## config.mk

```make
export PLATFORM = sky130hd
export DESIGN_NAME = instr_sequencer
export DESIGN_NICKNAME = d
export VERILOG_FILES = /design/src/rtl/instr_sequencer.sv
export SDC_FILE = /design/constraint.sdc
export NUM_CORES = 1
export LEC_CHECK = 0
export BUFFER_PORTS_ARGS = -buffer_cell sky130_fd_sc_hd__buf_2
export CORE_MARGIN = 1.5
export CORE_UTILIZATION = 51
export DETAILED_ROUTE_END_ITERATION = 10
export MAX_ROUTING_LAYER = met4
export PLACE_DENSITY = 0.94
export SLEW_MARGIN = 20
export SYNTH_ARGS = -nofsm -noshare
export SYNTH_HDL_FRONTEND = slang
export SYNTH_SLANG_ARGS = --single-unit
```

## constraint.sdc

```tcl
create_clock -name clk -period 2.49 [get_ports clk]
set_input_delay 0.1245 -clock clk [delete_from_list [all_inputs] [get_ports clk]]
set_output_delay 0.1245 -clock clk [all_outputs]
set_load 0.1 [all_outputs]
```

## src/rtl/instr_sequencer.sv

```systemverilog
// Micro-state sequencer and instruction register for the multicycle 8-bit CPU.
// Every state or IR update is gated by cycleEn, which requires memory readiness and the step enable.
module instr_sequencer #(
  parameter int DATA_WIDTH   = 8,
  parameter int INSTR_WIDTH  = 16,
  parameter int OPCODE_WIDTH = 4,
  parameter int FUNC_WIDTH   = 4,
  parameter int STATE_WIDTH  = 3,
  parameter int COUNT_WIDTH  = 8
) (
  input  logic                    clk,
  input  logic                    reset,
  input  logic                    stepEn,
  input  logic                    memAccess,
  input  logic                    memReady,
  input  logic [DATA_WIDTH-1:0]   memReadData,
  input  logic                    resetState,
  input  logic                    instrRegLowWriteEn,
  input  logic                    instrRegHighWriteEn,
  output logic [STATE_WIDTH-1:0]  state,
  output logic [INSTR_WIDTH-1:0]  instr,
  output logic [OPCODE_WIDTH-1:0] opcode,
  output logic [FUNC_WIDTH-1:0]   func,
  output logic                    cycleEn,
  output logic                    instrValid,
  output logic                    retire,
  output logic [COUNT_WIDTH-1:0]  retireCount,
  output logic                    seqFault
);

  logic [STATE_WIDTH-1:0] r_state;
  logic [INSTR_WIDTH-1:0] r_instr;
  logic                   r_instr_valid;
  logic [COUNT_WIDTH-1:0] r_retire_count;
  logic                   r_seq_fault;
  logic                   w_cycle_en;
  logic                   w_retire;
  logic                   w_state_last;

  assign w_cycle_en   = stepEn & (~memAccess | memReady);
  assign w_retire     = w_cycle_en & resetState;
  assign w_state_last = (r_state == {STATE_WIDTH{1'b1}});

  always_ff @(posedge clk) begin
    if (reset) begin
      r_state        <= '0;
      r_instr        <= '0;
      r_instr_valid  <= 1'b0;
      r_retire_count <= '0;
      r_seq_fault    <= 1'b0;
    end else if (w_cycle_en) begin
      // Running past the last state without resetState means the decoder lost track.
      if (resetState) begin
        r_state <= '0;
      end else if (w_state_last) begin
        r_state     <= '0;
        r_seq_fault <= 1'b1;
      end else begin
        r_state <= r_state + 1'b1;
      end

      // High-byte load comes last so that a simultaneous dual load leaves instrValid set.
      if (instrRegLowWriteEn) begin
        r_instr[DATA_WIDTH-1:0] <= memReadData;
        r_instr_valid           <= 1'b0;
      end
      if (instrRegHighWriteEn) begin
        r_instr[INSTR_WIDTH-1:DATA_WIDTH] <= memReadData;
        r_instr_valid                     <= 1'b1;
      end

      if (resetState) begin
        r_retire_count <= r_retire_count + 1'b1;
      end
    end
  end

  assign state       = r_state;
  assign instr       = r_instr;
  assign opcode      = r_instr[INSTR_WIDTH-1 -: OPCODE_WIDTH];
  assign func        = r_instr[FUNC_WIDTH-1:0];
  assign cycleEn     = w_cycle_en;
  assign instrValid  = r_instr_valid;
  assign retire      = w_retire;
  assign retireCount = r_retire_count;
  assign seqFault    = r_seq_fault;

endmodule

```

==> impl_metrics.json <==
{
  "dpl.hpwl_um": 2270,
  "synth_area_um2": 1400,
  "max-cap-violations": 0,
  "holdPathStages": 3,
  "stdcell_count": 231,
  "synth_top_family_by_area": "compound AO/OA/AOI/OAI gates",
  "grt_max_degree": 34,
  "fin_crit_sh": 0.648,
  "grt_pass1_vias": 1189,
  "synth_fa_ha_area_frac": 0.0268,
  "vias_per_cell": 6.05,
  "p_total_mw": 1.16,
  "end_kind": "output port",
  "cts_max_level": 2,
  "area_delta_synth_final_pct": 18.5,
  "final_area_um2": 1660,
  "drt_pass1_iterations": 4,
  "required_ns": 2.37,
  "synth-seq-area-share": 0.414,
  "p_per_area_nw_per_um2": 696,
  "period_needed_ns": 1.61,
  "ys_seq_elements": 29,
  "fmax_ghz": 0.620,
  "start_util": 0.551,
  "worstHoldStart": "memReadData[7]",
  "die_h_um": 55.4,
  "nFillCells": 226,
  "syn_nets": 181,
  "cts_buffers": 5,
  "place_congestion": 0.827,
  "io_pins": 55,
  "reg2reg_slack_ns": 1.05,
  "fin_skew_ns": 0.00236,
  "antenna_left": 0,
  "leakagePower_nw": 0.747,
  "fp.dieW_um": 55.4,
  "num_antenna_cells": 0,
  "reg2regPathDepth": 4,
  "yosysWarnings": 0,
  "synthXorXnorAreaFrac": 0,
  "synth_compound_area_frac": 0.212,
  "root_buffer": "clkbuf_4",
  "maxSlewViolCount": 0,
  "drive_gt1_frac": 0.333,
  "numPortBuffers": 54,
  "slew_headroom": 0.516,
  "path_clk_slew_ns": 0.09,
  "syn_area_per_cell_um2": 8.65,
  "vdd_drop_max_v": 0.000678,
  "hold_path_class": "in2reg",
  "rows": 18,
  "nets": 219,
  "fp.dieArea_um2": 3070,
  "grt_pass1_wl_um": 5310,
  "setup_viol": 0,
  "rsz0062_at_grt": "no",
  "synth-simple-area-share": 0.204,
  "drc": 0,
  "holdWs_ns": 0.0654,
  "antenna_found_initial": 0,
  "gr-total-overflow": 0,
  "min_to": "instr[7]",
  "worstPathMaxFanout": 24,
  "r2r-start": "retireCount[0]",
  "worstMarginPinSlew_ns": 0.725,
  "post_cts_buffers": 0,
  "setup_tns_ns": 0,
  "regToRegEndpoint": "retireCount[6]",
  "crit_arrival_ns": 1.49,
  "clock_path_buffers": 2,
  "syn_inst": 162,
  "routedWlPerCell_um": 14.3,
  "coreArea_um2": 2540,
  "drt_iter0_drc": 75,
  "utilization": 0.652,
  "vias": 1398,
  "dp.cells": 223,
  "hold_viol": 0,
  "place_area_um2": 1580,
  "outcome": "finished, final reports clean",
  "clock-sinks": 29,
  "setup_slack_ns": 0.876,
  "pre_cts_slack_ns": 0.777,
  "synth.area.mux_share": 0.0321,
  "cts.repair.resized": 0,
  "cts_hold_buf": 0,
  "gr-usage-all-layers": 0.222,
  "synth_cell_types": 25,
  "routed_wl_um": 3300,
  "critical_path_class": "in2out",
  "clk_latency_ns": 0.33,
  "start_kind": "primary input",
  "cts_tree": "yes"
}
## placed cells by master (no fill, tap or decap), drive strengths merged
cell type / n
mux2: 4
buf: 54
nand4: 20
nor2b: 5
or3: 1
ha: 3
inv: 5
nand3: 4
o21ai: 5
nand2b: 1
nand2: 2
clkbuf: 7
o31ai: 19
nand4b: 1
bufinv: 1
nor2: 8
nor4: 4
clkinv: 1
a21oi: 24
or4: 2
a41oi: 1
dfxtp: 29
## synth_stat cells
cell	n	area (um^2)
buf_1	2	7.51
nand4_1	20	125
a41oi_1	1	8.76
clkbuf_1	5	18.8
nor2b_4	1	13.8
ha_1	3	37.5
dfxtp_1	29	581
nor2b_1	4	25.0
nor2_1	8	30.0
o31ai_1	19	143
a21oi_1	24	120
clkinv_1	1	3.75
nand4b_1	1	8.76
nand3_1	4	20.0
mux2_2	4	45.0
or4_1	2	15.0
nand2_1	1	3.75
inv_1	5	18.8
nand2_2	1	6.26
nand2b_1	1	6.26
nor4_1	4	25.0
o21ai_0	5	25.0
buf_4	11	82.6
buf_2	5	25.0
or3_1	1	6.26
## layer usage
layer,global-route usage,routed length [um],up-vias
met5,-,0,-
li1,-,-,678
met1,0.258,1330,631
met3,0.0609,290,9
met4,0.111,61,0
met2,0.352,1620,80
## kinds of logic (layout without fill, tap and decap cells)
kind of cell / Yosys count / count (layout)
compound gates: 49 / 49
fa+ha+maj: 3 / 3
buf+inv: 29 / 68
flops: 29 / 29
mux: 4 / 4
simple gates: 48 / 48
## worst max-delay path: stages
cell and delay (ns):
buf_2 0.33, inv_1 0.41, nor2_1 0.19, buf_2 0.44
## sequential cells by signal, indices dropped and copies added, names as in the netlist
register / count
state: 3
retireCount: 8
instrValid: 1
instr: 16
seqFault: 1
## how the worst max path moves through the flow
stage,slack [ns],from,depth (start not counted),endpoint
6_report,0.88,stepEn,4,cycleEn
5_1_grt,0.76,stepEn,4,cycleEn
4_1_cts,0.88,stepEn,4,cycleEn
3_5_place_dp,0.78,stepEn,4,retireCount[6]
3_3_place_gp,0.82,stepEn,4,retireCount[6]
2_1_floorplan,0.37,retireCount[0],4,retireCount[6]
## report_power, final
group          total, mW  switching (mW)  internal (mW)
Combinational      0.268           0.227         0.0404
Clock              0.401           0.161          0.240
Sequential         0.488         0.00958          0.478
Total               1.16           0.398          0.758
## area by class of cell
type | count | area, um^2 | area share
multi-input combinational | 104 | 664 | 0.400
sequential | 29 | 581 | 0.350
timing repair buffer | 54 | 270 | 0.163
clock buffer | 7 | 55.1 | 0.0332
tap | 30 | 37.5 | 0.0226
clock inverter | 1 | 30.0 | 0.0181
inverter | 6 | 22.5 | 0.0136
(Power assumes the default switching activity.)
